File: config.mk
export PLATFORM = sky130hd
export DESIGN_NAME = macs_seq_ctrl
export DESIGN_NICKNAME = d
export VERILOG_FILES = /design/src/rtl/macs_seq_ctrl.sv
export SDC_FILE = /design/constraint.sdc
export NUM_CORES = 1
export LEC_CHECK = 0
export ABC_AREA = 1
export CORE_AREA = 5 5 187 189
export CTS_CLUSTER_DIAMETER = 40
export CTS_CLUSTER_SIZE = 24
export DETAILED_ROUTE_END_ITERATION = 16
export DIE_AREA = 0 0 192 194
export SYNTH_ARGS = -nofsm -noshare
export SYNTH_HDL_FRONTEND = slang
export SYNTH_SLANG_ARGS = --single-unit
export TNS_END_PERCENT = 30
File: constraint.sdc
create_clock -name clk -period 9.7 [get_ports clk]
set_input_delay 1.94 -clock clk [delete_from_list [all_inputs] [get_ports clk]]
set_output_delay 1.94 -clock clk [all_outputs]
set_load 0.01 [all_outputs]
File: src/rtl/macs_seq_ctrl.sv
// -----------------------------------------------------------------------------
// macs_seq_ctrl
// Job sequencer for the 4-lane Macs array.
//   matmul : OUT[i][jb] = C[i][jb] +/- sum_k A[i][k] * B[k][jb]  (4 lanes per jb)
//   matadd : OUT[i][jb] = B[i][jb] + C[i][jb]
// Walks the i (outer) / jb (inner) element loop and the k loop inside each
// element. It fetches operands from the A/B/C memories, issues them to Macs, and
// writes each 4-lane result to the output memory. One job runs per start pulse.
//
// Optional feature: define MACS_SEQ_CTRL_PERF_EN to add the perf_cycles and
// perf_stall counters and their output ports.
//
// Ports
//   clk, rst              clock, synchronous active-high reset
//   start                 job start pulse; ignored while busy
//   cfg_mode/cfg_sub      0=matmul 1=matadd / negate A*B; latched at start
//   cfg_rows/cfg_k/cfg_cb job dimensions; latched at start
//   busy, done            job in progress / 1-cycle end-of-job pulse
//   a_*/b_*/c_*           memory read strobe, address, data (valid 1 cycle later)
//   mac_*                 Macs issue interface and result return
//   out_*                 result write port; accepted on out_we & out_ready
//   perf_cycles/stall     busy cycles / WR cycles stalled (PERF_EN only)
// -----------------------------------------------------------------------------
module macs_seq_ctrl #(
  parameter int DIM_W  = 4,
  parameter int ADDR_W = 12
) (
  input  logic              clk,
  input  logic              rst,
  input  logic              start,
  input  logic              cfg_mode,
  input  logic              cfg_sub,
  input  logic [DIM_W-1:0]  cfg_rows,
  input  logic [DIM_W-1:0]  cfg_k,
  input  logic [DIM_W-1:0]  cfg_cb,
  output logic              busy,
  output logic              done,
  output logic              a_rd,
  output logic [ADDR_W-1:0] a_addr,
  input  logic [15:0]       a_rdata,
  output logic              b_rd,
  output logic [ADDR_W-1:0] b_addr,
  input  logic [63:0]       b_rdata,
  output logic              c_rd,
  output logic [ADDR_W-1:0] c_addr,
  input  logic [63:0]       c_rdata,
  output logic              mac_en,
  output logic              mac_mode,
  output logic              mac_signal,
  output logic [15:0]       mac_a,
  output logic [63:0]       mac_b,
  output logic [63:0]       mac_c,
  input  logic              mac_valid,
  input  logic [63:0]       mac_result,
  output logic              out_we,
  output logic [ADDR_W-1:0] out_addr,
  output logic [63:0]       out_wdata,
  input  logic              out_ready
`ifdef MACS_SEQ_CTRL_PERF_EN
  ,
  output logic [31:0]       perf_cycles,
  output logic [31:0]       perf_stall
`endif
);

  typedef enum logic [2:0] {
    S_IDLE = 3'd0,
    S_LDC  = 3'd1,
    S_WC   = 3'd2,
    S_RD   = 3'd3,
    S_ISS  = 3'd4,
    S_WM   = 3'd5,
    S_WR   = 3'd6,
    S_DONE = 3'd7
  } state_e;

  function automatic logic [ADDR_W-1:0] zext(input logic [DIM_W-1:0] v);
    return {{(ADDR_W-DIM_W){1'b0}}, v};
  endfunction

  state_e             state_q, state_d;
  logic               mode_q, mode_d;
  logic               sub_q, sub_d;
  logic [DIM_W-1:0]   rows_q, rows_d;
  logic [DIM_W-1:0]   kdim_q, kdim_d;     // effective K (1 in matadd)
  logic [DIM_W-1:0]   cb_q, cb_d;
  logic [DIM_W-1:0]   i_q, i_d;
  logic [DIM_W-1:0]   jb_q, jb_d;
  logic [DIM_W-1:0]   kk_q, kk_d;
  logic [ADDR_W-1:0]  a_row_q, a_row_d;   // i*K, stepped by K per row
  logic [ADDR_W-1:0]  b_k_q, b_k_d;       // k*cb, stepped by cb per k
  logic [ADDR_W-1:0]  out_idx_q, out_idx_d; // i*cb+jb, sequential in loop order
  logic [63:0]        acc_q, acc_d;

  // Registered strobes and addresses, loaded from next-state so they line up
  // with the state they belong to.
  logic               busy_q, done_q, a_rd_q, b_rd_q, c_rd_q, mac_en_q, out_we_q;
  logic [ADDR_W-1:0]  a_addr_q, b_addr_q;

  logic               empty_s;
  logic               last_k_s;
  logic               last_jb_s;
  logic               last_i_s;

  assign empty_s   = (cfg_rows == {DIM_W{1'b0}}) || (cfg_cb == {DIM_W{1'b0}}) ||
                     (!cfg_mode && (cfg_k == {DIM_W{1'b0}}));
  assign last_k_s  = (kk_q == (kdim_q - DIM_W'(1)));
  assign last_jb_s = (jb_q == (cb_q - DIM_W'(1)));
  assign last_i_s  = (i_q == (rows_q - DIM_W'(1)));

  // Next-state, counter and accumulator logic.
  always_comb begin
    state_d   = state_q;
    mode_d    = mode_q;
    sub_d     = sub_q;
    rows_d    = rows_q;
    kdim_d    = kdim_q;
    cb_d      = cb_q;
    i_d       = i_q;
    jb_d      = jb_q;
    kk_d      = kk_q;
    a_row_d   = a_row_q;
    b_k_d     = b_k_q;
    out_idx_d = out_idx_q;
    acc_d     = acc_q;
    case (state_q)
      S_IDLE: begin
        if (start) begin
          mode_d    = cfg_mode;
          sub_d     = cfg_sub;
          rows_d    = cfg_rows;
          kdim_d    = cfg_mode ? DIM_W'(1) : cfg_k;
          cb_d      = cfg_cb;
          i_d       = {DIM_W{1'b0}};
          jb_d      = {DIM_W{1'b0}};
          kk_d      = {DIM_W{1'b0}};
          a_row_d   = {ADDR_W{1'b0}};
          b_k_d     = {ADDR_W{1'b0}};
          out_idx_d = {ADDR_W{1'b0}};
          if (empty_s) begin
            state_d = S_DONE;
          end else begin
            state_d = S_LDC;
          end
        end else begin
          state_d = S_IDLE;
        end
      end
      S_LDC: state_d = S_WC;
      S_WC: begin
        acc_d   = c_rdata;
        state_d = S_RD;
      end
      S_RD:  state_d = S_ISS;
      S_ISS: state_d = S_WM;
      S_WM: begin
        if (mac_valid) begin
          acc_d = mac_result;
          if (!last_k_s) begin
            kk_d    = kk_q + DIM_W'(1);
            b_k_d   = b_k_q + zext(cb_q);
            state_d = S_RD;
          end else begin
            state_d = S_WR;
          end
        end else begin
          state_d = S_WM;
        end
      end
      S_WR: begin
        if (out_ready) begin
          kk_d      = {DIM_W{1'b0}};
          b_k_d     = {ADDR_W{1'b0}};
          out_idx_d = out_idx_q + ADDR_W'(1);
          if (last_jb_s) begin
            jb_d = {DIM_W{1'b0}};
            if (last_i_s) begin
              state_d = S_DONE;
            end else begin
              i_d     = i_q + DIM_W'(1);
              a_row_d = a_row_q + zext(kdim_q);
              state_d = S_LDC;
            end
          end else begin
            jb_d    = jb_q + DIM_W'(1);
            state_d = S_LDC;
          end
        end else begin
          state_d = S_WR;
        end
      end
      S_DONE:  state_d = S_IDLE;
      default: state_d = S_IDLE;
    endcase
  end

  // State, configuration, counters and output registers.
  always_ff @(posedge clk) begin
    if (rst) begin
      state_q   <= S_IDLE;
      mode_q    <= 1'b0;
      sub_q     <= 1'b0;
      rows_q    <= {DIM_W{1'b0}};
      kdim_q    <= {DIM_W{1'b0}};
      cb_q      <= {DIM_W{1'b0}};
      i_q       <= {DIM_W{1'b0}};
      jb_q      <= {DIM_W{1'b0}};
      kk_q      <= {DIM_W{1'b0}};
      a_row_q   <= {ADDR_W{1'b0}};
      b_k_q     <= {ADDR_W{1'b0}};
      out_idx_q <= {ADDR_W{1'b0}};
      acc_q     <= 64'd0;
      busy_q    <= 1'b0;
      done_q    <= 1'b0;
      a_rd_q    <= 1'b0;
      b_rd_q    <= 1'b0;
      c_rd_q    <= 1'b0;
      mac_en_q  <= 1'b0;
      out_we_q  <= 1'b0;
      a_addr_q  <= {ADDR_W{1'b0}};
      b_addr_q  <= {ADDR_W{1'b0}};
    end else begin
      state_q   <= state_d;
      mode_q    <= mode_d;
      sub_q     <= sub_d;
      rows_q    <= rows_d;
      kdim_q    <= kdim_d;
      cb_q      <= cb_d;
      i_q       <= i_d;
      jb_q      <= jb_d;
      kk_q      <= kk_d;
      a_row_q   <= a_row_d;
      b_k_q     <= b_k_d;
      out_idx_q <= out_idx_d;
      acc_q     <= acc_d;
      busy_q    <= (state_d != S_IDLE);
      done_q    <= (state_d == S_DONE);
      a_rd_q    <= (state_d == S_RD) && !mode_d;
      b_rd_q    <= (state_d == S_RD);
      c_rd_q    <= (state_d == S_LDC);
      mac_en_q  <= (state_d == S_ISS);
      out_we_q  <= (state_d == S_WR);
      a_addr_q  <= a_row_d + zext(kk_d);
      // matadd reads B at the element index; matmul walks B down column block jb
      b_addr_q  <= mode_d ? out_idx_d : (b_k_d + zext(jb_d));
    end
  end

  assign busy       = busy_q;
  assign done       = done_q;
  assign a_rd       = a_rd_q;
  assign a_addr     = a_addr_q;
  assign b_rd       = b_rd_q;
  assign b_addr     = b_addr_q;
  assign c_rd       = c_rd_q;
  assign c_addr     = out_idx_q;
  assign mac_en     = mac_en_q;
  assign mac_mode   = mode_q;
  assign mac_signal = sub_q;
  // Read data arrives in the ISS cycle itself, so A/B pass straight through;
  // gating keeps them at 0 outside the issue cycle.
  assign mac_a      = mac_en_q ? a_rdata : 16'd0;
  assign mac_b      = mac_en_q ? b_rdata : 64'd0;
  assign mac_c      = acc_q;
  assign out_we     = out_we_q;
  assign out_addr   = out_idx_q;
  assign out_wdata  = acc_q;

`ifdef MACS_SEQ_CTRL_PERF_EN
  logic [31:0] perf_cycles_q;
  logic [31:0] perf_stall_q;

  // Saturating busy-cycle and write-stall counters, cleared by an accepted start.
  always_ff @(posedge clk) begin
    if (rst) begin
      perf_cycles_q <= 32'd0;
      perf_stall_q  <= 32'd0;
    end else if ((state_q == S_IDLE) && start) begin
      perf_cycles_q <= 32'd0;
      perf_stall_q  <= 32'd0;
    end else begin
      if (busy_q && (perf_cycles_q != 32'hFFFF_FFFF)) begin
        perf_cycles_q <= perf_cycles_q + 32'd1;
      end else begin
        perf_cycles_q <= perf_cycles_q;
      end
      if ((state_q == S_WR) && !out_ready && (perf_stall_q != 32'hFFFF_FFFF)) begin
        perf_stall_q <= perf_stall_q + 32'd1;
      end else begin
        perf_stall_q <= perf_stall_q;
      end
    end
  end

  assign perf_cycles = perf_cycles_q;
  assign perf_stall  = perf_stall_q;
`endif

endmodule
* Word-level counts from Yosys, hierarchy flattened
Cells that the tools add are included.
Word-level totals: output and inout port bits 265, bits of input ports 227, register bits 160, logic and storage cells 112
Cells by class: equality and inequality tests 20, add/subtract/negate cells 11, multiplexer cells 43, reduce and logical (&&, ||, !) cells 16
Operators by type and width (count):
- $mux 12 | 11
- $mux 64 | 2
- $pmux 64 s2 | 1
- $add 12x4->12 | 4
- $mux 4 | 12
- $pmux 12 s2 | 2
- $pmux 12 s3 | 1
- $pmux 3 s8 | 1
- $eq 3x3->1 const B | 7
- $mux 3 | 7
- $mux 16 | 1
- $pmux 4 s2 | 2
- $add 12x1->12 const B | 1
- $add 4x1->4 const B | 3
- $eq 4x4->1 | 3
- $logic_not 4->1 | 3
- $pmux 4 s3 | 1
- $sub 4x1->4 const B | 3
- $ne 2x2->1 const B | 5
- $eq 3x2->1 const B | 3
- $eq 3x1->1 const B | 2
- $reduce_and 5->1 | 1
- $reduce_and 2->1 | 2
- $reduce_bool 2->1 | 2
- other kinds (6) | 10

* Depth between registers and ports, before layout
Gate-level depths: netlist (run 1).
depth in word-level cells 8, mapped depth 30, depth with buffers taken out 29

* Least setup slack after synthesis (run 1)
Ideal clock, no wire load.
path type input-to-reg, start point in out_ready, end point reg b_addr_q[10] (netlist: b_addr[10]), arrival 4234 ps, buffers on the path 1, required time 9591 ps, setup time 109 ps, stages 21, setup slack 5357 ps, path through buf_2 nor2_2 inv_1 nand3_2 nor2_1 inv_1 nand2_1 nand2_1 ha_1 inv_1 fa_1 nand3b_1 and2_1 nor2_2 nand2_1 nor2_2 nand2_1 nand2_1 nand3_1 nand2_1 inv_1
Between the ends: word-level cells in the longest chain between the ends 4, elaborated cells on any way between the ends 8, those cells by class add/sub (1); mux (7)
Ends and longest elaborated chain:
- start, declared | line 58 | input logic out_ready
- $mux 12 | line 171 | if (out_ready) begin
- $pmux 12 s3 | line 126 | case (state_q)
- named net b_k_d[0] | line 91 | logic [ADDR_W-1:0] b_k_q, b_k_d;
- $add 12x4->12 | line 245 | b_addr_q <= mode_d ? out_idx_d : (b_k_d + zext(jb_d));
- $mux 12 | line 245
- end signal, assigned | line 221 | b_addr_q <= {ADDR_W{1'b0}};
- end signal, assigned | line 245
- end, declared | line 98 | logic [ADDR_W-1:0] a_addr_q, b_addr_q;
The timed path passes the listed nets, and every way through them passes these cells. A chain may end at the register's enable or synchronous reset.

* Worst setup path in the final report (run 1)
start point in a_rdata[13], end point out mac_a[13]
Between the ends: word-level cells in the longest chain between the ends 1
Ends and longest elaborated chain:
- start, declared | line 40 | input logic [15:0] a_rdata,
- $mux 16 | line 262 | assign mac_a = mac_en_q ? a_rdata : 16'd0;
- end, declared | line 50 | output logic [15:0] mac_a,
Every way passes these cells.

==> flow_summary.yaml, run 1 <==
route:
  wl_per_cell_um: 17.7
  num_vias: 10600
  wl_met3_mm: 3.96
  highest_layer: "met5"
  dr_wl_met2_mm: 21.2
  avgViaCountPerCell: 4.60
  wirelength_mm: 40.9
  drtIter0Drc: 510
  drt_first_pass_iters: 8
  drc_errors: 0
  ant_nets: 0
  met1Wirelength_mm: 14.7
logic_synthesis:
  syn_nets: 1727
  syn_inst: 1473
  synth_area_leaders: "dfxtp_1, nand2_1, inv_1"
  synth_cell_type_count: 42
  yosysTopAreaCell: "dfxtp_1"
  synth_top_cell_area_share_pct: 33.8
  synth-seq-cells: 160
  yosys_warnings: 0
  yosysSeqAreaShare_pct: 33.8
  syn_avg_cell_area_um2: 6.43
  synth.cell_area_mm2: 0.00948
timing:
  worstMarginPinSlew_ps: 926
  timing.setup.tns_ps: 0
  slew_viol_final: 0
  layout_min_cycle_time_ps: 5190
  rsz0062_at_grt: "false"
  max_freq_mhz: 193
  layout_setup_ws_ps: 4510
  hold_violations: 0
  setup_viol: 0
  finalClockSkew_ps: 21.6
  max_slew_margin_pct: 38.3
  period_share_pct: 53.5
power:
  peakVddDrop_uv: 140
  pwr-share-seq_pct: 31.2
  p_leak_nw: 6.58
  switching_power_mw: 1.22
  pwr-share-comb_pct: 47.1
  p_int_mw: 1.87
  swShare_pct: 39.5
  pwr-share-clk_pct: 21.7
  power.density_mw_per_mm2: 209
cells_and_area:
  drive_gt1_share_pct: 3.70
  area_delta_synth_final_pct: 56.0
  nets: 2106
  diodes: 0
  multiInputGateArea_mm2: 0.00465
  n_fill_cell: 3362
  regArea_mm2: 0.00320
floorplan:
  core_area_mm2: 0.0331
  num_rows: 67
  ios: 492
  die_h_um: 194
  initial_core_util_pct: 28.6
  die_area_mm2: 0.0372
  die_x_um: 192
worst_hold_path:
  worst_hold_path_type: "flip-flop to flip-flop"
critical_path:
  crit_fanout: 1
  end_kind: "primary output"
  crit_required_ps: 7760
  critPathLaunchType: "primary input"
  r2r_cells: 26
  path_class: "primary input to primary output"
  reg2reg_to: "b_addr[10]"
  cp.arrival_ps: 3250
  rrSetupSlack_ps: 5460
  startpoint: "a_rdata[13]"
  rr_startpoint: "kdim_q[0]"
  setup.worst_path.end: "mac_a[13]"
clocking:
  cts_setup_buffers: 0
  htreeDepth: 4
  clock-sinks: 160
  cts_tree: "yes"
  clkTransAtPathRegs_ps: 70
  insertion_delay_ps: 430
  cts_resized: 0
  cts_hold_buf: 0
  cts.path.max_buffers: 2
  cts_buffers: 17
  root_buffer: "clkbuf_16"
global_routing:
  grtUsageTotal_pct: 20.8
  grt_max_degree: 105
  antenna_found_initial: 1
  grt_pass1_wl_mm: 60.3
  grt_overflow: 0
  grt_pass1_vias: 10200
outcome:
  outcome: "complete, no violations"
placement:
  pre_cts_slack_ps: 4330
  numPortBuffers: 491
  place_hpwl_mm: 32.7
  gp_congestion: 0.895
run:
  cap_violations: 0
==> final cells by class <==
class,count,share of cell area (%)
tap,448,3.79
inverter,221,5.61
multi-input combinational,954,31.5
clock buffer,19,3.00
sequential,160,21.7
timing repair buffer,498,33.6
clock inverter,13,0.838
==> critical path: stages <==
cell,delay (ps)
clkdlybuf4s50_1,460
nand2_1,50
inv_1,220
clkdlybuf4s50_1,580
==> per-stage QoR <==
stage	hold slack (ps)	utilization, %	power [mW]	instances	area, um^2
2_1_floorplan	444	-	1.72	1473	9480
3_3_place_gp	461	42.9	2.43	2281	14200
3_5_place_dp	466	42.9	2.44	2281	14200
4_1_cts	477	44.6	3.13	2313	14800
5_1_grt	511	44.6	3.28	2313	14800
6_report	489	44.6	3.09	2313	14800
==> worst min path at each step <==
| stage | startpoint | slack, ps | depth (start not counted) | endpoint |
|---|---|---|---|---|
| floorplan | rows_q[3] | 440 | 2 | rows_q[3] |
| global placement | rows_q[3] | 460 | 2 | rows_q[3] |
| detailed placement | rows_q[3] | 470 | 2 | rows_q[3] |
| CTS | rows_q[3] | 480 | 2 | rows_q[3] |
| global route | b_k_q[3] | 510 | 2 | b_k_q[3] |
| finish | rows_q[3] | 490 | 2 | rows_q[3] |
==> sequential cells by signal (all words and copies together), names as in the netlist, 12 cells and up <==
signal	cells
b_k_q	12
a_addr	12
b_addr	12
mac_c	64
c_addr	12
a_row_q	12
==> synth_stat cells, drive strengths merged <==
cell type / number
a211oi: 2
a21oi: 44
a22oi: 1
a31oi: 66
and2: 2
buf: 83
clkbuf: 55
dfxtp: 160
fa: 4
ha: 23
inv: 221
nand2: 446
nand3: 79
nand3b: 1
nand4: 16
nor2: 92
nor3: 12
nor3b: 2
nor4: 5
o211a: 1
o21a: 2
o21ai: 122
o21bai: 2
o22ai: 9
o31ai: 1
o32ai: 1
or2: 6
xnor2: 8
xor2: 7
==> placed cells by master (no fill, tap or decap), types with 7 or more instances in the layout <==
master           Yosys  layout
nand4_1             16      16
nor2_1              85      85
inv_1              215     213
buf_4               76       7
inv_2                6       8
o22ai_1              9       9
nor3_1               9       9
ha_1                23      23
clkbuf_16            0      17
clkdlybuf4s50_1      0     491
nand3_1             78      78
o21ai_0            117     116
xnor2_1              8       8
a21oi_1             44      44
dfxtp_1            160     159
xor2_1               7       7
nand2_1            444     444
a31oi_1             66      66
==> power by group through the flow <==
stage                     Sequential, mW  Clock, mW  Combinational, mW
after floorplan                    0.996          0              0.722
after global placement             0.972          0               1.46
after detailed placement           0.977          0               1.46
after CTS                          0.967      0.689               1.47
after global routing               0.985      0.715               1.58
final                              0.963      0.669               1.45
==> metal layers <==
layer / GRT usage (%) / vias up
met5: 0 / -
li1: - / 5357
met3: 7.67 / 39
met4: 5.81 / 2
met1: 21.6 / 4802
met2: 39.0 / 440
==> kinds of logic (layout without fill, tap and decap cells) <==
kind of cell    after synthesis  count (layout)  synth area share [%]
flops                       160             160                  33.8
xor+xnor                     15              15                  1.39
simple gates                661             661                  28.9
buf+inv                     359             751                  17.3
fa+ha+maj                    27              27                  3.88
compound gates              251             251                  14.7
Note: power is estimated with default switching activity, not from simulation.
==> run 2, diff against run 1 <==
CORE_AREA = 5 5 188 190   (was 5 5 187 189)
DIE_AREA = 0 0 193 195   (was 0 0 192 194)
clock period = 4.9 ns   (was 9.7 ns; I/O delays follow)
==> flow_summary.yaml, run 2 (synthesis results as in run 1) <==
outcome:
  outcome: "complete, no violations"
floorplan:
  die_area_mm2: 0.0376
  core_area_mm2: 0.0333
  die_x_um: 193
  die_h_um: 195
  initial_core_util_pct: 28.5
  num_rows: 67
  ios: 492
placement:
  gp_congestion: 0.905
  place_hpwl_mm: 32.8
  pre_cts_slack_ps: 624
  numPortBuffers: 491
timing:
  timing.setup.tns_ps: 0
  max_slew_margin_pct: 33.6
  period_share_pct: 81.2
  slew_viol_final: 0
  setup_viol: 0
  hold_violations: 0
  worstMarginPinSlew_ps: 996
  max_freq_mhz: 251
  rsz0062_at_grt: "false"
  layout_min_cycle_time_ps: 3980
  finalClockSkew_ps: 13.2
  layout_setup_ws_ps: 920
clocking:
  cts_hold_buf: 0
  cts_buffers: 17
  cts.path.max_buffers: 2
  cts_tree: "yes"
  cts_resized: 0
  root_buffer: "clkbuf_16"
  clkTransAtPathRegs_ps: 70
  cts_setup_buffers: 0
  insertion_delay_ps: 430
  htreeDepth: 4
  clock-sinks: 160
route:
  wl_per_cell_um: 17.7
  drc_errors: 0
  ant_nets: 0
  drtIter0Drc: 648
  avgViaCountPerCell: 4.56
  wirelength_mm: 41.0
  drt_first_pass_iters: 6
  num_vias: 10600
critical_path:
  end_kind: "flip-flop"
  critPathLaunchType: "flip-flop"
  crit_fanout: 15
  startpoint: "kdim_q[1]"
  crit_required_ps: 5230
  rrSetupSlack_ps: 920
  rr_startpoint: "kdim_q[1]"
  cp.arrival_ps: 4310
  path_class: "flip-flop to flip-flop"
power:
  switching_power_mw: 2.40
  swShare_pct: 38.4
  p_leak_nw: 6.61
  p_int_mw: 3.84
  pwr-share-comb_pct: 46.1
  peakVddDrop_uv: 297
  pwr-share-clk_pct: 23.2
  power.density_mw_per_mm2: 420
  pwr-share-seq_pct: 30.7
global_routing:
  grt_overflow: 0
  grt_pass1_wl_mm: 60.6
  grtUsageTotal_pct: 20.7
  grt_max_degree: 103
  antenna_found_initial: 3
  grt_pass1_vias: 10200
worst_hold_path:
  min_from: "rows_q[3]"
  worst_hold_path_type: "flip-flop to flip-flop"
cells_and_area:
  final_cell_mix: "clkdlybuf4s50_1, nand2_1, inv_1"
  n_fill_cell: 3439
  layout_commonest_cell: "clkdlybuf4s50_1"
  regArea_mm2: 0.00320
  area_delta_synth_final_pct: 56.8
  nets: 2107
  largest_reg_flops: 64
  drive_gt1_share_pct: 3.80
  multiInputGateArea_mm2: 0.00465
run:
  cap_violations: 0
## run 2: cell types whose count changed in the layout (fill, tap and decap cells not counted), sizes merged
cell,change
buf,+1
bufinv,+3
clkbuf,-2
clkinv,-1
diode,+2
## run 2: area by class of cell
class                   instances  share of cell area [%]
repair buffers                499                    33.6
multi-input cells             954                    31.3
flip-flops and latches        160                    21.6
inverters                     221                    5.58
well taps                     448                    3.77
clock buffers                  17                    2.86
clock inverters                15                    1.31
diodes                          2                  0.0337
## run 2: critical path, stage by stage (launching register included)
cell,delay (ps)
dfxtp_1,350
inv_1,100
ha_1,300
xor2_1,140
nand2_1,60
nor2_1,220
nand2_1,340
nand2_1,210
nand2_1,60
inv_1,90
nor2_1,50
inv_1,140
nand2_1,90
nand2_1,70
ha_1,150
inv_1,50
fa_1,400
nand3b_1,170
and2_1,180
nor2_2,190
nand2_1,90
nor2_2,140
nand2_1,70
nand2_1,50
nand3_1,60
nand2_1,70
inv_1,30
## run 2: power by group through the flow
stage | clock network [mW] | logic (mW) | registers [mW]
floorplan | 0 | 1.43 | 1.97
global placement | 0 | 2.90 | 1.93
detailed placement | 0 | 2.89 | 1.94
CTS | 1.48 | 2.91 | 1.92
global route | 1.54 | 3.13 | 1.97
finish | 1.45 | 2.87 | 1.92
## run 2: worst paths after layout
kind / end / depth (start not counted)
hold reg to reg: rows_q[3] / 2
hold / removal: rows_q[3] / 2
setup reg to reg: b_addr[10] / 26
setup / recovery: b_addr[10] / 26
## run 2: metal layers
| layer | wire (um) | vias to the layer above | GRT usage (%) |
|---|---|---|---|
| met5 | 0 | - | 0 |
| li1 | - | 5365 | - |
| met3 | 4110 | 41 | 6.89 |
| met2 | 20800 | 471 | 38.5 |
| met4 | 1060 | 0 | 5.87 |
| met1 | 15100 | 4693 | 22.2 |
## run 2: stage by stage
step | total power [mW] | hold WS [ps] | std cells | cell area [um^2] | util, %
6_report | 6.24 | 488 | 2316 | 14900 | 44.7
5_1_grt | 6.63 | 522 | 2316 | 14900 | 44.7
4_1_cts | 6.32 | 482 | 2314 | 14900 | 44.6
3_5_place_dp | 4.83 | 472 | 2282 | 14200 | 42.8
3_3_place_gp | 4.83 | 467 | 2282 | 14200 | 42.8
2_1_floorplan | 3.40 | 444 | 1473 | 9480 | -
==> run 3, diff against run 2 <==
CORE_AREA = 5 5 187 189   (was 5 5 188 190)
DIE_AREA = 0 0 192 194   (was 0 0 193 195)
clock period = 3.5 ns   (was 4.9 ns; I/O delays follow)
==> flow_summary.yaml, run 3 (synthesis results as in run 1) <==
critical_path:
  r2r_cells: 26
  path_class: "flip-flop to flip-flop"
  end_kind: "flip-flop"
  rrSetupSlack_ps: 290
  cp.arrival_ps: 3520
  reg2reg_to: "b_addr[10]"
  crit_required_ps: 3820
  crit_fanout: 5
  critPathLaunchType: "flip-flop"
  rr_startpoint: "kdim_q[0]"
timing:
  layout_min_cycle_time_ps: 3210
  worstMarginPinSlew_ps: 753
  finalClockSkew_ps: 25.1
  slew_viol_final: 0
  setup_viol: 0
  max_freq_mhz: 312
  max_slew_margin_pct: 49.8
  hold_violations: 0
  period_share_pct: 91.6
  timing.setup.tns_ps: 0
  rsz0062_at_grt: "true"
floorplan:
  die_h_um: 194
  die_x_um: 192
  core_area_mm2: 0.0331
  ios: 492
  initial_core_util_pct: 28.6
  die_area_mm2: 0.0372
  num_rows: 67
clocking:
  cts_buffers: 17
  clkTransAtPathRegs_ps: 70
  htreeDepth: 4
  cts_tree: "yes"
  cts.path.max_buffers: 2
  insertion_delay_ps: 440
  clock-sinks: 160
  cts_hold_buf: 0
  root_buffer: "clkbuf_16"
cells_and_area:
  regArea_mm2: 0.00321
  utilization_pct: 46.1
  n_fill_cell: 3368
  multiInputGateArea_mm2: 0.00470
  largest_reg_flops: 64
  drive_gt1_share_pct: 6.75
  layout_commonest_cell: "clkdlybuf4s50_1"
  final_cell_mix: "clkdlybuf4s50_1, nand2_1, inv_1"
  final_cells: 2359
  nets: 2151
  area_delta_synth_final_pct: 61.0
route:
  wl_per_cell_um: 17.7
  wirelength_mm: 41.7
  drc_errors: 0
  avgViaCountPerCell: 4.60
  ant_nets: 0
  drtIter0Drc: 521
  drt_first_pass_iters: 4
  num_vias: 10800
placement:
  place_hpwl_mm: 33.3
  gp_congestion: 0.910
  numPortBuffers: 491
  post-place-cells: 2320
run:
  cap_violations: 0
global_routing:
  grt_max_degree: 103
  antenna_found_initial: 1
  grt_pass1_wl_mm: 61.5
  grt_pass1_vias: 10500
  grt_overflow: 0
  grtUsageTotal_pct: 21.3
power:
  peakVddDrop_uv: 359
  p_leak_nw: 6.83
  power.density_mw_per_mm2: 584
  total_power_mw: 8.92
worst_hold_path:
  worst_hold_path_type: "flip-flop to flip-flop"
  hold_end: "rows_q[3]"
  min_from: "rows_q[3]"
  hold_depth: 2
outcome:
  outcome: "complete, no violations"
[run 3: cell types whose count changed in the layout (fill, tap and decap cells not counted), moves of 3 or more]
cell / change
buf_4: +40
nand2_1: -5
nand2_2: +5
nor2_4: +4
inv_1: -3
inv_2: +3
nor2_1: -3
[run 3: metal layers]
| metal | GRT usage (%) | part of all wire [%] | routed length, um |
|---|---|---|---|
| met4 | 7.98 | 3.7 | 1530 |
| met2 | 39.5 | 51 | 21200 |
| met3 | 7.53 | 10 | 4180 |
| met1 | 21.7 | 35 | 14800 |
| met5 | 0 | 0 | 0 |
[run 3: worst max-delay path: stages, from the launching register on]
cell and delay [ps]:
dfxtp_1 330, inv_1 60, ha_1 300, xor2_1 130, nand2_1 100, nor2_4 110
nand2_2 70, nand2_2 80, nand2_1 50, inv_1 80, nor2_1 50, inv_2 90
nand2_2 70, nand2_2 60, ha_1 170, inv_1 60, fa_2 330, nand3b_1 160
and2_1 180, nor2_2 120, nand2_2 80, nor2_4 130, nand2_1 60, nand2_1 50
nand3_1 60, nand2_1 70, inv_1 30
[run 3: repair_timing]
item                                    in CTS  in global routing
hold endpoints to repair                     0                  0
setup buffers                                0                  6
gates resized for setup                      1                 21
endpoints found under the setup margin       2                 14
pin swaps                                    0                  5
[run 3: cell type report]
cell class	instances	area share [%]
Clock buffer	19	2.90
Timing Repair Buffer	543	35.1
Sequential cell	160	21.0
Antenna cell	1	0.0164
Multi-Input combinational cell	954	30.8
Inverter	221	5.44
Clock inverter	13	1.06
Tap cell	448	3.67
[run 3: how the worst max path moves through the flow]
stage	from	to	slack, ps	depth (start not counted)
2_1_floorplan	kdim_q[0]	b_addr[10]	40	27
3_3_place_gp	out_ready	b_addr[10]	-30	21
3_5_place_dp	start	a_addr[10]	-110	23
4_1_cts	rows_q[0]	a_addr[10]	0.3	25
5_1_grt	rows_q[0]	a_addr[10]	-40	25
6_report	kdim_q[0]	b_addr[10]	290	26
[run 3: stage by stage]
stage	hold WS [ps]	instance area, um^2	worst slack [ps]
after floorplan	444	9480	42.1
after global routing	518	15300	-40.9
after CTS	486	15200	0.269
after detailed placement	476	14500	-106
after global placement	472	14500	-27.5
final	489	15300	295
[run 3: power breakdown]
group / internal, mW / total, mW / switching, mW
clock network: 1.10 / 1.98 / 0.882
registers: 2.27 / 2.68 / 0.412
logic: 2.11 / 4.25 / 2.14
